### src/rtl/machine_log_buffer_pkg.sv
// Shared types for the machine log buffer: operator codes and the packed
// log record produced by the purchase, charge and change-price stages.
package machine_log_buffer_pkg;

    typedef enum logic [1:0] {
        LOG_BUY          = 2'b00,
        LOG_CHARGE       = 2'b01,
        LOG_RESTOCK      = 2'b10,
        LOG_CHANGE_PRICE = 2'b11
    } log_op_e;

    // Field order matches the readout word {operator, status, product, value}.
    typedef struct packed {
        log_op_e    op;
        logic       status;   // 1 = success, 0 = rejected
        logic [2:0] product;
        logic [3:0] value;    // price, item count or coin
    } log_record_t;

    localparam int NUM_PRODUCTS = 5;
    localparam int REC_W        = $bits(log_record_t);

endpackage

### src/rtl/machine_log_buffer_if.sv
// Producer and readout signals of the log buffer. The master side is the
// producer/maintenance logic; the slave side is the buffer itself.
interface machine_log_buffer_if #(
    parameter int DEPTH  = 16,
    parameter int SEQ_W  = 8,
    parameter int DROP_W = 8
);
    import machine_log_buffer_pkg::*;

    // Producer side
    logic                     clear;
    logic                     log_valid;
    log_op_e                  log_operator;
    logic                     log_param1;
    logic [2:0]               log_param2;
    logic [3:0]               log_param3;
    logic                     log_ready;

    // Readout side
    logic                     rd_req;
    logic                     rd_valid;
    log_record_t              rd_record;
    logic [SEQ_W-1:0]         rd_seq;

    // Status
    logic [$clog2(DEPTH):0]   count;
    logic                     full;
    logic                     empty;
    logic [DROP_W-1:0]        drop_count;

    modport master (
        output clear, log_valid, log_operator, log_param1, log_param2, log_param3, rd_req,
        input  log_ready, rd_valid, rd_record, rd_seq, count, full, empty, drop_count
    );

    modport slave (
        input  clear, log_valid, log_operator, log_param1, log_param2, log_param3, rd_req,
        output log_ready, rd_valid, rd_record, rd_seq, count, full, empty, drop_count
    );

endinterface

### src/rtl/machine_log_buffer_log_fifo_mem.sv
// Storage for the log buffer: a DEPTH x WIDTH register array with one write
// port and a registered read port. Pointer management lives in the parent.
module log_fifo_mem #(
    parameter int DEPTH = 16,
    parameter int WIDTH = 18
) (
    input  logic                     i_clk,
    input  logic                     i_rst,
    input  logic                     i_wr_en,
    input  logic [$clog2(DEPTH)-1:0] i_waddr,
    input  logic [WIDTH-1:0]         i_wdata,
    input  logic                     i_rd_en,
    input  logic [$clog2(DEPTH)-1:0] i_raddr,
    output logic [WIDTH-1:0]         o_rdata
);

    logic [WIDTH-1:0] r_mem [DEPTH];
    logic [WIDTH-1:0] r_rdata;

    // Write port: store the stamped record at the write address.
    // NOTE: the array itself is not reset; stale contents are never read because
    // the parent only reads slots it has written since the last reset or clear.
    always_ff @(posedge i_clk) begin
        if (i_wr_en) begin
            r_mem[i_waddr] <= i_wdata;
        end
    end

    // Read port: capture the addressed slot; holds its value between reads.
    // NOTE: non-blocking assignment here means a read and a write to the same
    // slot in one cycle returns the old contents, which the full-buffer
    // read-plus-write case relies on.
    always_ff @(posedge i_clk or posedge i_rst) begin
        if (i_rst) begin
            r_rdata <= '0;
        end else if (i_rd_en) begin
            r_rdata <= r_mem[i_raddr];
        end
    end

    assign o_rdata = r_rdata;

endmodule

### src/rtl/machine_log_buffer.sv
// Circular log buffer: stamps each incoming record with a sequence number,
// stores it in FIFO order, and drains one record per readout request.
// Producers never stall; records arriving while full are dropped and counted.
module machine_log_buffer #(
    parameter int DEPTH  = 16,
    parameter int SEQ_W  = 8,
    parameter int DROP_W = 8
) (
    input  logic                 i_clk,
    input  logic                 i_rst,
    machine_log_buffer_if.slave  bus
);
    import machine_log_buffer_pkg::*;

    localparam int AW     = $clog2(DEPTH);
    localparam int CW     = AW + 1;
    localparam int WORD_W = REC_W + SEQ_W;

    localparam logic [CW-1:0]     FULL_CNT = CW'(DEPTH);
    localparam logic [DROP_W-1:0] DROP_MAX = '1;

    // Control decodes; clear overrides both ports.
    logic              w_wr_en;
    logic              w_rd_en;
    logic              w_drop;
    log_record_t       w_rec;
    logic [WORD_W-1:0] w_wdata;
    logic [WORD_W-1:0] w_rdata;
    logic [CW-1:0]     w_count_nxt;

    logic [AW-1:0]     r_wptr;
    logic [AW-1:0]     r_rptr;
    logic [CW-1:0]     r_count;
    logic              r_full;
    logic              r_empty;
    logic [SEQ_W-1:0]  r_seq;
    logic [DROP_W-1:0] r_drop;
    logic              r_rd_valid;

    // A read in the same cycle frees a slot, so a full buffer still accepts.
    assign w_wr_en = bus.log_valid && (!r_full || bus.rd_req) && !bus.clear;
    assign w_drop  = bus.log_valid && r_full && !bus.rd_req && !bus.clear;
    // Reads look only at the registered empty flag: no write-through.
    assign w_rd_en = bus.rd_req && !r_empty && !bus.clear;

    assign w_rec   = {bus.log_operator, bus.log_param1, bus.log_param2, bus.log_param3};
    assign w_wdata = {w_rec, r_seq};

    // Next occupancy: a simultaneous read and write leaves it unchanged.
    // NOTE: the default assignment first keeps this block free of inferred latches.
    always_comb begin
        w_count_nxt = r_count;
        if (w_wr_en && !w_rd_en) begin
            w_count_nxt = r_count + CW'(1);
        end else if (!w_wr_en && w_rd_en) begin
            w_count_nxt = r_count - CW'(1);
        end
    end

    // Pointers, occupancy and status flags, updated together so they always agree.
    always_ff @(posedge i_clk or posedge i_rst) begin
        if (i_rst) begin
            r_wptr  <= '0;
            r_rptr  <= '0;
            r_count <= '0;
            r_full  <= 1'b0;
            r_empty <= 1'b1;
        end else if (bus.clear) begin
            r_wptr  <= '0;
            r_rptr  <= '0;
            r_count <= '0;
            r_full  <= 1'b0;
            r_empty <= 1'b1;
        end else begin
            if (w_wr_en) begin
                r_wptr <= r_wptr + AW'(1);
            end
            if (w_rd_en) begin
                r_rptr <= r_rptr + AW'(1);
            end
            r_count <= w_count_nxt;
            r_full  <= (w_count_nxt == FULL_CNT);
            r_empty <= (w_count_nxt == '0);
        end
    end

    // Sequence stamp: advances for every offered record, stored or dropped,
    // so gaps in the readout reveal losses. Clear freezes it for that cycle.
    always_ff @(posedge i_clk or posedge i_rst) begin
        if (i_rst) begin
            r_seq <= '0;
        end else if (bus.log_valid && !bus.clear) begin
            r_seq <= r_seq + SEQ_W'(1);
        end
    end

    // Overflow counter: saturates rather than wrapping; cleared by flush.
    always_ff @(posedge i_clk or posedge i_rst) begin
        if (i_rst) begin
            r_drop <= '0;
        end else if (bus.clear) begin
            r_drop <= '0;
        end else if (w_drop && (r_drop != DROP_MAX)) begin
            r_drop <= r_drop + DROP_W'(1);
        end
    end

    // Readout strobe: one pulse per accepted pop, aligned with the memory output.
    always_ff @(posedge i_clk or posedge i_rst) begin
        if (i_rst) begin
            r_rd_valid <= 1'b0;
        end else begin
            r_rd_valid <= w_rd_en;
        end
    end

    log_fifo_mem #(
        .DEPTH (DEPTH),
        .WIDTH (WORD_W)
    ) u_mem (
        .i_clk   (i_clk),
        .i_rst   (i_rst),
        .i_wr_en (w_wr_en),
        .i_waddr (r_wptr),
        .i_wdata (w_wdata),
        .i_rd_en (w_rd_en),
        .i_raddr (r_rptr),
        .o_rdata (w_rdata)
    );

    assign bus.log_ready  = !r_full;
    assign bus.rd_valid   = r_rd_valid;
    assign bus.rd_record  = log_record_t'(w_rdata[WORD_W-1:SEQ_W]);
    assign bus.rd_seq     = w_rdata[SEQ_W-1:0];
    assign bus.count      = r_count;
    assign bus.full       = r_full;
    assign bus.empty      = r_empty;
    assign bus.drop_count = r_drop;

endmodule

### src/flat_wrapper.sv
// flat-port wrapper written by rule: the top's interface ports become plain ports
module machine_log_buffer_flat import machine_log_buffer_pkg::*;
#(
    parameter int DEPTH  = 16,
    parameter int SEQ_W  = 8,
    parameter int DROP_W = 8
)
  (i_clk, i_rst, bus_clear, bus_log_valid, bus_log_operator, bus_log_param1, bus_log_param2, bus_log_param3, bus_rd_req, bus_log_ready, bus_rd_valid, bus_rd_record, bus_rd_seq, bus_count, bus_full, bus_empty, bus_drop_count);
  machine_log_buffer_if #(.DEPTH(DEPTH), .SEQ_W(SEQ_W), .DROP_W(DROP_W)) bus_i ();
  input  logic i_clk;
  input  logic i_rst;
  input wire logic [$bits(bus_i.clear)-1:0] bus_clear;
  input wire logic [$bits(bus_i.log_valid)-1:0] bus_log_valid;
  input wire logic [$bits(bus_i.log_operator)-1:0] bus_log_operator;
  input wire logic [$bits(bus_i.log_param1)-1:0] bus_log_param1;
  input wire logic [$bits(bus_i.log_param2)-1:0] bus_log_param2;
  input wire logic [$bits(bus_i.log_param3)-1:0] bus_log_param3;
  input wire logic [$bits(bus_i.rd_req)-1:0] bus_rd_req;
  output wire logic [$bits(bus_i.log_ready)-1:0] bus_log_ready;
  output wire logic [$bits(bus_i.rd_valid)-1:0] bus_rd_valid;
  output wire logic [$bits(bus_i.rd_record)-1:0] bus_rd_record;
  output wire logic [$bits(bus_i.rd_seq)-1:0] bus_rd_seq;
  output wire logic [$bits(bus_i.count)-1:0] bus_count;
  output wire logic [$bits(bus_i.full)-1:0] bus_full;
  output wire logic [$bits(bus_i.empty)-1:0] bus_empty;
  output wire logic [$bits(bus_i.drop_count)-1:0] bus_drop_count;
  assign bus_i.clear = bus_clear;
  assign bus_i.log_valid = bus_log_valid;
  assign bus_i.log_operator = bus_log_operator;
  assign bus_i.log_param1 = bus_log_param1;
  assign bus_i.log_param2 = bus_log_param2;
  assign bus_i.log_param3 = bus_log_param3;
  assign bus_i.rd_req = bus_rd_req;
  assign bus_log_ready = bus_i.log_ready;
  assign bus_rd_valid = bus_i.rd_valid;
  assign bus_rd_record = bus_i.rd_record;
  assign bus_rd_seq = bus_i.rd_seq;
  assign bus_count = bus_i.count;
  assign bus_full = bus_i.full;
  assign bus_empty = bus_i.empty;
  assign bus_drop_count = bus_i.drop_count;
  machine_log_buffer #(.DEPTH(DEPTH), .SEQ_W(SEQ_W), .DROP_W(DROP_W)) u_core (.i_clk(i_clk), .i_rst(i_rst), .bus(bus_i));
endmodule
### config.mk
export PLATFORM = sky130hd
export DESIGN_NAME = machine_log_buffer_flat
export DESIGN_NICKNAME = d
export VERILOG_FILES = /design/src/rtl/machine_log_buffer_pkg.sv /design/src/rtl/machine_log_buffer_if.sv /design/src/rtl/machine_log_buffer_log_fifo_mem.sv /design/src/rtl/machine_log_buffer.sv /design/src/flat_wrapper.sv
export SDC_FILE = /design/constraint.sdc
export NUM_CORES = 1
export LEC_CHECK = 0
export ABC_AREA = 1
export CORE_UTILIZATION = 60
export DETAILED_ROUTE_END_ITERATION = 10
export PLACE_DENSITY = 0.78
export SLEW_MARGIN = 40
export SYNTH_ARGS = -nofsm -noshare
export SYNTH_HDL_FRONTEND = slang
export SYNTH_SLANG_ARGS = --single-unit
### constraint.sdc
create_clock -name i_clk -period 3.6 [get_ports i_clk]
set_input_delay 0.54 -clock i_clk [delete_from_list [all_inputs] [get_ports i_clk]]
set_output_delay 0.54 -clock i_clk [all_outputs]
set_load 0.02 [all_outputs]
==> run metrics, run 1 <==
Clock Skews=0.0105 ns; worst-margin pin slew=0.866 ns; maximum resistive drop on vdd=503 µV; DIE HEIGHT=155 µm; buffer depth of the longest clock path=3; r2r endpoint=u_core.u_mem.o_rdata[7]$_DFFE_PP0P_; number of synthesis warnings=0; number of DRC violations after detailed routing=0; number of standard cells after synthesis=1210; number of CTS-inserted buffers=35; initial antenna violation count=0; hold_buf cts=0; Worst Reg-to-Reg Cells=8; dominant cells by area after synthesis=sky130_fd_sc_hd__edfxtp_1 (62%), sky130_fd_sc_hd__nand2_1 (11%), sky130_fd_sc_hd__dfrtp_1 (8.8%), sky130_fd_sc_hd__nand3_1 (8.5%), sky130_fd_sc_hd__a2bb2oi_1 (1.1%); number of resized instances in the post-cts repair step=0; final-report setup violation count=0; category of the worst setup path capture point=flop; grt ovf=0; most common cell after layout, fill and taps aside=sky130_fd_sc_hd__nand2_1; post-CTS setup-driven buffer insertion count=0; number of different library cells in the post-synthesis netlist=34; final critical path time including I/O delays and setup=2.51 ns; Setup WS post-layout=1.09 ns; CP arrival=2.91 ns; clock tree from TritonCTS=built; number of filler instances in the final layout=1522; number of sinks on the clock net=338; core area=0.0227 mm²; launching point of the worst reg2reg path=u_core.r_rptr[0]$_DFFE_PP0P_; Final Hold Vio Count=0; Area growth, synth to finish=14.2%; start point of the critical path=u_core.r_rptr[0]$_DFFE_PP0P_; sum of routed wire length over all layers=32.8 mm; path category of the worst min-delay check=in -> async; clock transition at the register clock pins on the worst setup and hold paths after CTS=0.06 ns; worst skew pair latency=0.51 ns; net count after synthesis=1234; outcome=finished clean; most used cells in the layout excluding fill and tap cells=sky130_fd_sc_hd__nand2_1 (403), sky130_fd_sc_hd__edfxtp_1 (288), sky130_fd_sc_hd__nand3_1 (237); global-route wire length before repair=50.4 mm; Final Net Count=1281; GRT Util Overall=0.283; Avg Vias per Cell=6.02; FF+latch count, synth=338; Worst R2R Setup Slack=1.09 ns; area share of the leading cell type in the synthesized netlist=0.619; final period utilization=0.696; fraction of final layout cells sized beyond drive strength 1=0.0935; router iterations before antenna repair=5; Worst Setup Path Type=reg -> reg; worst relative slew slack=0.423; average wire per standard cell=20.9 µm; GP Congestion=0.880; total power density per cell area=635 mW/mm²; peak clock frequency supported by timing=399 MHz; number of antenna cells inserted=0; initial core utilization=0.615; top cell type by total area after synthesis=sky130_fd_sc_hd__edfxtp_1; number of standard-cell rows in the floorplan=55; final-report max-slew violation count=0; cell area after synthesis=0.0140 mm²; Post-DRT Antenna Nets=0; Die Wd=155 µm; RSZ-0062 raised after global routing=false; number of maximum-capacitance violations=0; type of origin of the critical path=flop; Port Buffers=49; Top Ports=50; Post-Place Setup Slack=0.855 ns; register area share after synthesis=0.709; static leakage power=6.02 nW; Post-Route Setup TNS=0 ns; number of DRC markers after the initial detailed-route iteration=960; H-Tree Depth=2; CP Data Required Time=4.00 ns; area of the die=0.0239 mm²; capture point of the worst path=u_core.u_mem.o_rdata[7]$_DFFE_PP0P_; Root Buffer=sky130_fd_sc_hd__clkbuf_16; crit-path max FO=84; pin count of the biggest net entering global routing=85; via count of the first global-routing pass=9132; total vias in the final route=9440; mean instance size in the synthesized netlist=11.5 µm²; Detail Placement HPWL=20.0 mm
## cells in the mapped netlist
library cell and instances:
sky130_fd_sc_hd__a21oi_1 26, sky130_fd_sc_hd__a22o_1 1, sky130_fd_sc_hd__a2bb2oi_1 18, sky130_fd_sc_hd__buf_1 6, sky130_fd_sc_hd__buf_2 20, sky130_fd_sc_hd__buf_4 19
sky130_fd_sc_hd__buf_6 2, sky130_fd_sc_hd__clkbuf_1 19, sky130_fd_sc_hd__clkinv_1 1, sky130_fd_sc_hd__dfrtp_1 49, sky130_fd_sc_hd__dfstp_2 1, sky130_fd_sc_hd__edfxtp_1 288
sky130_fd_sc_hd__ha_1 9, sky130_fd_sc_hd__inv_1 31, sky130_fd_sc_hd__inv_2 3, sky130_fd_sc_hd__nand2_1 403, sky130_fd_sc_hd__nand2_2 4, sky130_fd_sc_hd__nand2_4 1
sky130_fd_sc_hd__nand3_1 237, sky130_fd_sc_hd__nand3_2 1, sky130_fd_sc_hd__nand4_1 3, sky130_fd_sc_hd__nor2_1 28, sky130_fd_sc_hd__nor2_2 1, sky130_fd_sc_hd__nor2_4 2
sky130_fd_sc_hd__nor2_8 1, sky130_fd_sc_hd__nor3_1 5, sky130_fd_sc_hd__nor3_2 1, sky130_fd_sc_hd__nor4_2 1, sky130_fd_sc_hd__o21ai_0 10, sky130_fd_sc_hd__o21ai_1 4
sky130_fd_sc_hd__o31ai_1 3, sky130_fd_sc_hd__or2_2 1, sky130_fd_sc_hd__xnor2_1 1, sky130_fd_sc_hd__xor2_1 10
## state kept, by name (all words and copies together), names as in the netlist, 4 cells and up
register	flops
u_core.u_mem.r_mem	288
u_core.r_rptr	4
u_core.bus.drop_count	8
u_core.r_wptr	4
u_core.r_seq	8
u_core.u_mem.o_rdata	18
u_core.bus.count	5
## routing by layer
metal	part of all wire	vias to the layer above	wire [µm]	global-route usage
met5	0	-	0	0
met4	0.031	0	1020	0.110
met3	0.088	79	2880	0.0510
met2	0.48	462	15600	0.445
met1	0.41	4579	13300	0.396
li1	-	4320	-	-
## metrics by stage
step                      hold WS (ns)  utilization  area [µm²]  power (mW)  instances
after floorplan                  0.476            -       14000        5.77       1210
after global placement           0.510        0.649       14700        6.43       1505
after detailed placement         0.519        0.650       14800        6.47       1505
after CTS                        0.481        0.703       16000        10.1       1568
after global routing             0.511        0.702       15900        10.5       1568
final                            0.468        0.702       15900        10.1       1568
## kinds of logic after synthesis
logic type                 after synthesis  synth area share
DFF                                    338             0.709
adders and majority gates                9           0.00807
AOI/OAI and AO/OA                       62            0.0279
buffers and inverters                  101            0.0351
and+or+nand+nor                        689             0.213
xor gates and xnor gates                11           0.00690
## power breakdown
part / total (mW) / internal [mW] / switching (mW)
Sequential: 5.06 / 4.64 / 0.424
Combinational: 1.34 / 0.516 / 0.829
Clock: 3.72 / 2.28 / 1.45
Total: 10.1 / 7.43 / 2.70
## worst min-delay path by stage
| stage | from | to | slack (ns) |
|---|---|---|---|
| 2_1_floorplan | u_core.r_wptr[3]$_DFFE_PP0P_ | u_core.r_wptr[3]$_DFFE_PP0P_ | 0.48 |
| 3_3_place_gp | u_core.bus.drop_count[1]$_DFFE_PP0P_ | u_core.bus.drop_count[1]$_DFFE_PP0P_ | 0.51 |
| 3_5_place_dp | u_core.r_wptr[3]$_DFFE_PP0P_ | u_core.r_wptr[3]$_DFFE_PP0P_ | 0.52 |
| 4_1_cts | i_rst | u_core.bus.count[1]$_DFF_PP0_ | 0.48 |
| 5_1_grt | bus_log_param2[2] | u_core.u_mem.r_mem[1][14]$_DFFE_PP_ | 0.51 |
| 6_report | i_rst | u_core.bus.count[2]$_DFF_PP0_ | 0.47 |
## final cells by class
cell class	count	area (µm²)	share of cell area
Sequential cell	338	9910	0.621
Tap cell	285	357	0.0224
Multi-Input combinational cell	771	3610	0.226
Clock inverter	21	239	0.0150
Inverter	35	136	0.00855
Clock buffer	42	965	0.0605
Timing Repair Buffer	76	733	0.0460
## worst max-delay path: stages (launching register included)
cell	delay, ns
sky130_fd_sc_hd__dfrtp_4	0.71
sky130_fd_sc_hd__inv_4	0.46
sky130_fd_sc_hd__buf_12	0.40
sky130_fd_sc_hd__nand2_1	0.09
sky130_fd_sc_hd__nand3_1	0.11
sky130_fd_sc_hd__nand3_1	0.20
sky130_fd_sc_hd__nand2_1	0.11
sky130_fd_sc_hd__nand2_1	0.05
sky130_fd_sc_hd__a2bb2oi_1	0.24
(Power assumes the default switching activity.)
==> run 2: changes to the inputs <==
==> constraint.sdc (replaced) <==
create_clock -name i_clk -period 2.38 [get_ports i_clk]
set_input_delay 0.357 -clock i_clk [delete_from_list [all_inputs] [get_ports i_clk]]
set_output_delay 0.357 -clock i_clk [all_outputs]
set_load 0.02 [all_outputs]
==> run 2 against run 1 <==
  * Total power increased by 48%
  * Clock skew increased by 0.0052 ns
  * Global-route usage about the same
  * Highest routed layer unchanged
  * Critical path type is now reg -> out
==> run metrics, run 2 (same netlist as run 1, synthesis figures left out) <==
outcome=finished clean; GP Congestion=0.845 (-4.0%); crit-path max FO=9 (-89%); worst relative slew slack=0.437 (+0.0141); clock transition at the register clock pins on the worst setup and hold paths after CTS=0.06 ns (about the same); total vias in the final route=9547 (+1.1%); CP Data Required Time=2.02 ns (-1.98 ns); worst-margin pin slew=0.845 ns (-0.0212 ns); maximum single-stage delay on the critical path=0.67 ns (-0.04 ns); global-route wire length before repair=50.3 mm (-0.11%); maximum resistive drop on vdd=745 µV (+48%); sum of routed wire length over all layers=32.6 mm (-0.89%); Clock Skews=0.0157 ns (+0.00523 ns); RSZ-0062 raised after global routing=false; Root Buffer=sky130_fd_sc_hd__clkbuf_16; sequential cell fraction of total power=0.491 (-0.009); area of the die=0.0239 mm² (unchanged); final period utilization=0.861; most used cells in the layout excluding fill and tap cells=sky130_fd_sc_hd__nand2_1 (403), sky130_fd_sc_hd__edfxtp_1 (288), sky130_fd_sc_hd__nand3_1 (237); hold_buf cts=0 (unchanged); Top Ports=50 (unchanged); GRT Util Overall=0.283 (about the same); switching power=4.02 mW (+49%); worst-path cell chain=clkdlybuf4s50_1; worst skew pair latency=0.51 ns (about the same); Worst Setup Path Type=reg -> out; fraction of power consumed by combinational cells=0.163 (+0.030); DIE HEIGHT=155 µm (unchanged); Post-Route Setup TNS=0 ns (unchanged); placed cell area=0.0151 mm² (+2.2%); via count of the first global-routing pass=9223 (+1.0%); switching power share of the total=0.268 (+0.00141); H-Tree Depth=2 (unchanged); Area growth, synth to finish=15.9%; number of sinks on the clock net=338 (unchanged); peak clock frequency supported by timing=488 MHz; internal power contribution=11.0 mW (+48%); type of origin of the critical path=flop; Post-DRT Antenna Nets=0 (unchanged); Port Buffers=49 (unchanged); post-CTS setup-driven buffer insertion count=0 (unchanged); Die Wd=155 µm (unchanged); Most flops, register=u_core.u_mem.r_mem; buffer and inverter count on the worst path=1 (-1); Avg Vias per Cell=6.01 (-0.14%); cell family with the largest share of critical-path delay=buffers and inverters; final critical path time including I/O delays and setup=2.05 ns; static leakage power=6.11 nW (+1.5%); core area=0.0227 mm² (unchanged); pin count of the biggest net entering global routing=112 (+32%); average wire per standard cell=20.5 µm (-2.1%); slowest library cell on the worst path=sky130_fd_sc_hd__clkdlybuf4s50_1; final non-filler cell area=0.0162 mm² (+1.5%); CP arrival=1.69 ns (-1.22 ns); router iterations before antenna repair=5 (unchanged); number of CTS-inserted buffers=35 (unchanged); most common cell after layout, fill and taps aside=sky130_fd_sc_hd__nand2_1; number of standard-cell rows in the floorplan=55 (unchanged); number of DRC markers after the initial detailed-route iteration=967 (+0.73%); Final Net Count=1302 (+1.6%); number of maximum-capacitance violations=0 (unchanged); number of antenna cells inserted=0 (unchanged); initial antenna violation count=0 (unchanged); number of filler instances in the final layout=1497 (-1.6%); clock tree from TritonCTS=built; grt ovf=0 (unchanged); path category of the worst min-delay check=in -> async; buffer depth of the longest clock path=3 (unchanged); initial core utilization=0.615 (unchanged); flip-flop count of the largest register after layout=288 (unchanged); number of resized instances in the post-cts repair step=0 (unchanged); final-report setup violation count=0 (unchanged); fraction of final layout cells sized beyond drive strength 1=0.104 (+0.0101); Final Hold Vio Count=0 (unchanged); category of the worst setup path capture point=primary output; final-report max-slew violation count=0 (unchanged); number of DRC violations after detailed routing=0 (unchanged); total power density per cell area=926 mW/mm² (+46%); Detail Placement HPWL=20.2 mm (+1.1%); share of power burned in the clock network=0.347 (-0.021)
[run 2: changes by cell type in the layout (fill, tap and decap cells not counted), moves of 2 or more]
cell and delta:
sky130_fd_sc_hd__buf_12 +13, sky130_fd_sc_hd__buf_4 +8, sky130_fd_sc_hd__clkbuf_8 +6, sky130_fd_sc_hd__bufinv_16 -5, sky130_fd_sc_hd__clkbuf_1 +4, sky130_fd_sc_hd__buf_2 -2
sky130_fd_sc_hd__clkdlybuf4s50_1 +2, sky130_fd_sc_hd__clkinv_1 -2, sky130_fd_sc_hd__clkinv_2 -2, sky130_fd_sc_hd__clkinv_4 -2
[run 2: power by group through the flow]
stage	Sequential (mW)	Clock, mW	Combinational [mW]
final	7.35	5.20	2.44
after floorplan	7.62	0	1.10
after global routing	7.38	5.49	2.64
after detailed placement	7.47	0	2.42
after CTS	7.35	5.25	2.44
after global placement	7.46	0	2.37
[run 2: area by class of cell]
| type | count | area (µm²) | area share |
|---|---|---|---|
| Inverter | 35 | 134 | 0.00827 |
| Tap cell | 285 | 357 | 0.0220 |
| Timing Repair Buffer | 97 | 1060 | 0.0657 |
| Multi-Input combinational cell | 771 | 3610 | 0.223 |
| Clock inverter | 10 | 50.0 | 0.00309 |
| Clock buffer | 52 | 1060 | 0.0656 |
| Sequential cell | 338 | 9910 | 0.612 |
[run 2: worst paths after layout]
kind | from | to | slack (ns) | cells after the start
worst max-delay path | u_core.bus.count[2]$_DFF_PP0_ | bus_count[2] | 0.33 | 1
worst min-delay path | i_rst | u_core.u_mem.o_rdata[13]$_DFFE_PP0P_ | 0.23 | 2
worst max register to register | u_core.r_rptr[0]$_DFFE_PP0P_ | u_core.u_mem.o_rdata[8]$_DFFE_PP0P_ | 0.47 | 8
worst min register to register | u_core.r_wptr[3]$_DFFE_PP0P_ | u_core.r_wptr[3]$_DFFE_PP0P_ | 0.53 | 1
max in group asynchronous | i_rst | u_core.bus.empty$_DFF_PP1_ | 1.52 | 3
min in group i_clk | u_core.r_wptr[3]$_DFFE_PP0P_ | u_core.r_wptr[3]$_DFFE_PP0P_ | 0.53 | 1
[run 2: worst reg2reg max path, stage by stage, from the launching register on]
cell	delay [ns]
sky130_fd_sc_hd__dfrtp_4	0.51
sky130_fd_sc_hd__inv_4	0.12
sky130_fd_sc_hd__buf_4	0.38
sky130_fd_sc_hd__nand2_1	0.10
sky130_fd_sc_hd__nand3_1	0.13
sky130_fd_sc_hd__nand3_1	0.17
sky130_fd_sc_hd__nand2_1	0.13
sky130_fd_sc_hd__nand2_1	0.07
sky130_fd_sc_hd__a2bb2oi_1	0.21
[run 2: routing by layer]
layer  up-vias  track usage  part of all wire
met5         -            0                 0
met4         0        0.139             0.040
met3        98       0.0364             0.081
met2       498        0.459              0.49
met1      4586        0.382              0.39
li1       4365            -                 -
[run 2: per-stage QoR]
stage / instances / total power, mW / hold WS (ns) / util / setup WS, ns
global route: 1588 / 15.5 / 0.278 / 0.713 / 0.251
global placement: 1526 / 9.84 / 0.510 / 0.664 / 0.232
detailed placement: 1526 / 9.88 / 0.530 / 0.664 / 0.195
CTS: 1588 / 15.0 / 0.241 / 0.713 / 0.314
floorplan: 1210 / 8.72 / 0.456 / - / 0.172
finish: 1588 / 15.0 / 0.230 / 0.713 / 0.330
==> run 3: changes to the inputs <==
--- a/config.mk
+++ b/config.mk
@@ -6,6 +6,7 @@
 export NUM_CORES = 1
 export LEC_CHECK = 0
 export ABC_AREA = 1
+export CAP_MARGIN = 20
 export CORE_UTILIZATION = 60
 export DETAILED_ROUTE_END_ITERATION = 10
 export PLACE_DENSITY = 0.78
==> constraint.sdc (replaced) <==
create_clock -name i_clk -period 2.31 [get_ports i_clk]
set_input_delay 0.3465 -clock i_clk [delete_from_list [all_inputs] [get_ports i_clk]]
set_output_delay 0.3465 -clock i_clk [all_outputs]
set_load 0.02 [all_outputs]
==> run 3 against run 2 <==
  * Global-route usage rose by 0.99 points
  * Register-to-register slack lost 0.20 ns
  * Sequential share of layout area down 0.12 points
  * Non-clock buffer count is 5 higher
  * Combinational power increased by 5%
  * Die area unchanged
  * Flip-flop and latch count did not move
  * Highest routed layer unchanged
  * Clock skew shrank 0.0057 ns
  * Total power increased by 4.4%
==> run metrics, run 3 (same netlist as run 1, synthesis figures left out) <==
path category of the worst min-delay check=in -> async; launching point of the worst reg2reg path=u_core.r_rptr[0]$_DFFE_PP0P_; number of standard-cell rows in the floorplan=55 (unchanged); Overall Power=15.7 mW (+4.4%); average wire per standard cell=20.9 µm (+1.8%); clock tree from TritonCTS=built; start point of the critical path=u_core.r_rptr[0]$_DFFE_PP0P_; placed cell area=0.0151 mm² (+0.17%); Worst Setup Path Type=reg -> reg; Root Buffer=sky130_fd_sc_hd__clkbuf_16; final-report setup violation count=0 (unchanged); fraction of power consumed by combinational cells=0.163 (about the same); pin count of the biggest net entering global routing=146 (+30%); internal power contribution=11.4 mW (+3.9%); number of sinks on the clock net=338 (unchanged); DIE HEIGHT=155 µm (unchanged); Final Hold Vio Count=0 (unchanged); Area growth, synth to finish=16.1%; Final Net Count=1307 (+0.38%); number of CTS-inserted buffers=35 (unchanged); Detail Placement HPWL=20.2 mm (about the same); hold_buf cts=0 (unchanged); maximum resistive drop on vdd=800 µV (+7.5%); worst skew pair latency=0.52 ns (about the same); CP arrival=2.42 ns (+0.73 ns); number of resized instances in the post-cts repair step=0 (unchanged); router iterations before antenna repair=5 (unchanged); most used cells in the layout excluding fill and tap cells=sky130_fd_sc_hd__nand2_1 (403), sky130_fd_sc_hd__edfxtp_1 (288), sky130_fd_sc_hd__nand3_1 (237); Avg Vias per Cell=5.98 (-0.58%); number of antenna cells inserted=0 (unchanged); via count of the first global-routing pass=9525 (+3.3%); global-route wire length before repair=52.2 mm (+3.9%); number of filler instances in the final layout=1494 (-0.20%); number of maximum-capacitance violations=0 (unchanged); fraction of final layout cells sized beyond drive strength 1=0.105 (+0.000973); Post-DRT Antenna Nets=0 (unchanged); Top Ports=50 (unchanged); non-filler cells in the finished layout=1595 (+0.44%); buffer depth of the longest clock path=3 (unchanged); most common cell after layout, fill and taps aside=sky130_fd_sc_hd__nand2_1; capture point of the worst path=u_core.u_mem.o_rdata[12]$_DFFE_PP0P_; clock transition at the register clock pins on the worst setup and hold paths after CTS=0.06 ns (about the same); post-CTS setup-driven buffer insertion count=0 (unchanged); Placed Instances=1531 (+0.33%); share of power burned in the clock network=0.354 (+0.007); sum of routed wire length over all layers=33.3 mm (+2.2%); crit-path max FO=145 (+136); r2r endpoint=u_core.u_mem.o_rdata[12]$_DFFE_PP0P_; peak clock frequency supported by timing=491 MHz; sequential cell fraction of total power=0.483 (-0.008); Die Wd=155 µm (unchanged); H-Tree Depth=2 (unchanged); flip-flop count of the largest register after layout=288 (unchanged); outcome=finished clean; multi-input combinational cell area=0.00361 mm² (unchanged); number of DRC markers after the initial detailed-route iteration=898 (-7.1%); total power density per cell area=966 mW/mm² (+4.2%); final non-filler cell area=0.0162 mm² (+0.19%); Worst R2R Setup Slack=0.27 ns (-0.20 ns); switching power share of the total=0.272 (+0.00366); switching power=4.25 mW (+5.9%); initial antenna violation count=0 (unchanged); worst-margin pin slew=0.820 ns (-0.0249 ns); Port Buffers=49 (unchanged); GRT Util Overall=0.292 (+0.00986); core area=0.0227 mm² (unchanged); Post-Route Setup TNS=0 ns (unchanged); grt ovf=0 (unchanged); worst relative slew slack=0.453 (+0.0166); worst hold slack across all endpoints=0.205 ns (-0.0249 ns); CP Data Required Time=2.70 ns (+0.68 ns); Most flops, register=u_core.u_mem.r_mem; GP Congestion=0.841 (-0.40%); Worst Reg-to-Reg Cells=7 (-1); total area of sequential cells=0.00991 mm² (unchanged); category of the worst setup path capture point=flop; final period utilization=0.881; number of DRC violations after detailed routing=0 (unchanged); Clock Skews=0.0101 ns (-0.00566 ns); final-report max-slew violation count=0 (unchanged); type of origin of the critical path=flop; final critical path time including I/O delays and setup=2.04 ns; initial core utilization=0.615 (unchanged); area of the die=0.0239 mm² (unchanged); static leakage power=6.13 nW (+0.38%); total vias in the final route=9533 (-0.15%); RSZ-0062 raised after global routing=false
[run 3: cell count changes in the layout (fill, tap and decap cells not counted), moves of 2 or more]
cell,previous run,this run
sky130_fd_sc_hd__clkbuf_1,7,11
sky130_fd_sc_hd__inv_6,0,3
sky130_fd_sc_hd__bufinv_16,0,4
sky130_fd_sc_hd__clkbuf_16,37,35
sky130_fd_sc_hd__clkbuf_8,8,0
sky130_fd_sc_hd__buf_4,31,37
[run 3: worst min path at each step]
stage	start	endpoint	slack, ns	cells after the start
CTS	i_rst	u_core.u_mem.o_rdata[15]$_DFFE_PP0P_	0.22	3
global placement	u_core.u_mem.o_rdata[15]$_DFFE_PP0P_	u_core.u_mem.o_rdata[15]$_DFFE_PP0P_	0.52	1
global route	i_rst	u_core.u_mem.o_rdata[15]$_DFFE_PP0P_	0.22	3
finish	i_rst	u_core.u_mem.o_rdata[15]$_DFFE_PP0P_	0.20	3
detailed placement	u_core.u_mem.o_rdata[13]$_DFFE_PP0P_	u_core.u_mem.o_rdata[13]$_DFFE_PP0P_	0.53	1
floorplan	bus_log_param3[2]	u_core.u_mem.r_mem[0][10]$_DFFE_PP_	0.45	0
[run 3: critical path, cell delays in order (launching register included)]
cell	delay, ns
sky130_fd_sc_hd__dfrtp_4	0.44
sky130_fd_sc_hd__buf_12	0.48
sky130_fd_sc_hd__nand2_1	0.13
sky130_fd_sc_hd__nand3_1	0.12
sky130_fd_sc_hd__nand3_1	0.12
sky130_fd_sc_hd__nand2_1	0.13
sky130_fd_sc_hd__nand2_1	0.07
sky130_fd_sc_hd__a2bb2oi_1	0.32
[run 3: metrics by stage]
stage / utilization / setup slack (ns)
after floorplan: - / 0.102
after global placement: 0.665 / 0.190
after detailed placement: 0.665 / 0.156
after CTS: 0.714 / 0.254
after global routing: 0.714 / 0.198
final: 0.714 / 0.274
[run 3: area by class of cell]
cell class	count	share of cell area
sequential	338	0.611
multi-input combinational	771	0.223
timing repair buffer	102	0.0671
clock buffer	46	0.0566
tap	285	0.0220
clock inverter	18	0.0124
inverter	35	0.00826
[run 3: per-layer routing]
layer  vias up  part of all wire  track usage
met5         -                 0            0
met4         0             0.038        0.123
met3        89             0.086       0.0454
met2       507              0.49        0.485
met1      4563              0.38        0.389
li1       4374                 -            -
[run 3: power by group through the flow]
| stage | Combinational, mW | Clock, mW | Sequential [mW] |
|---|---|---|---|
| detailed placement | 2.50 | 0 | 7.68 |
| CTS | 2.54 | 5.58 | 7.56 |
| global placement | 2.45 | 0 | 7.67 |
| finish | 2.55 | 5.54 | 7.57 |
| floorplan | 1.14 | 0 | 7.85 |
| global route | 2.75 | 5.82 | 7.59 |
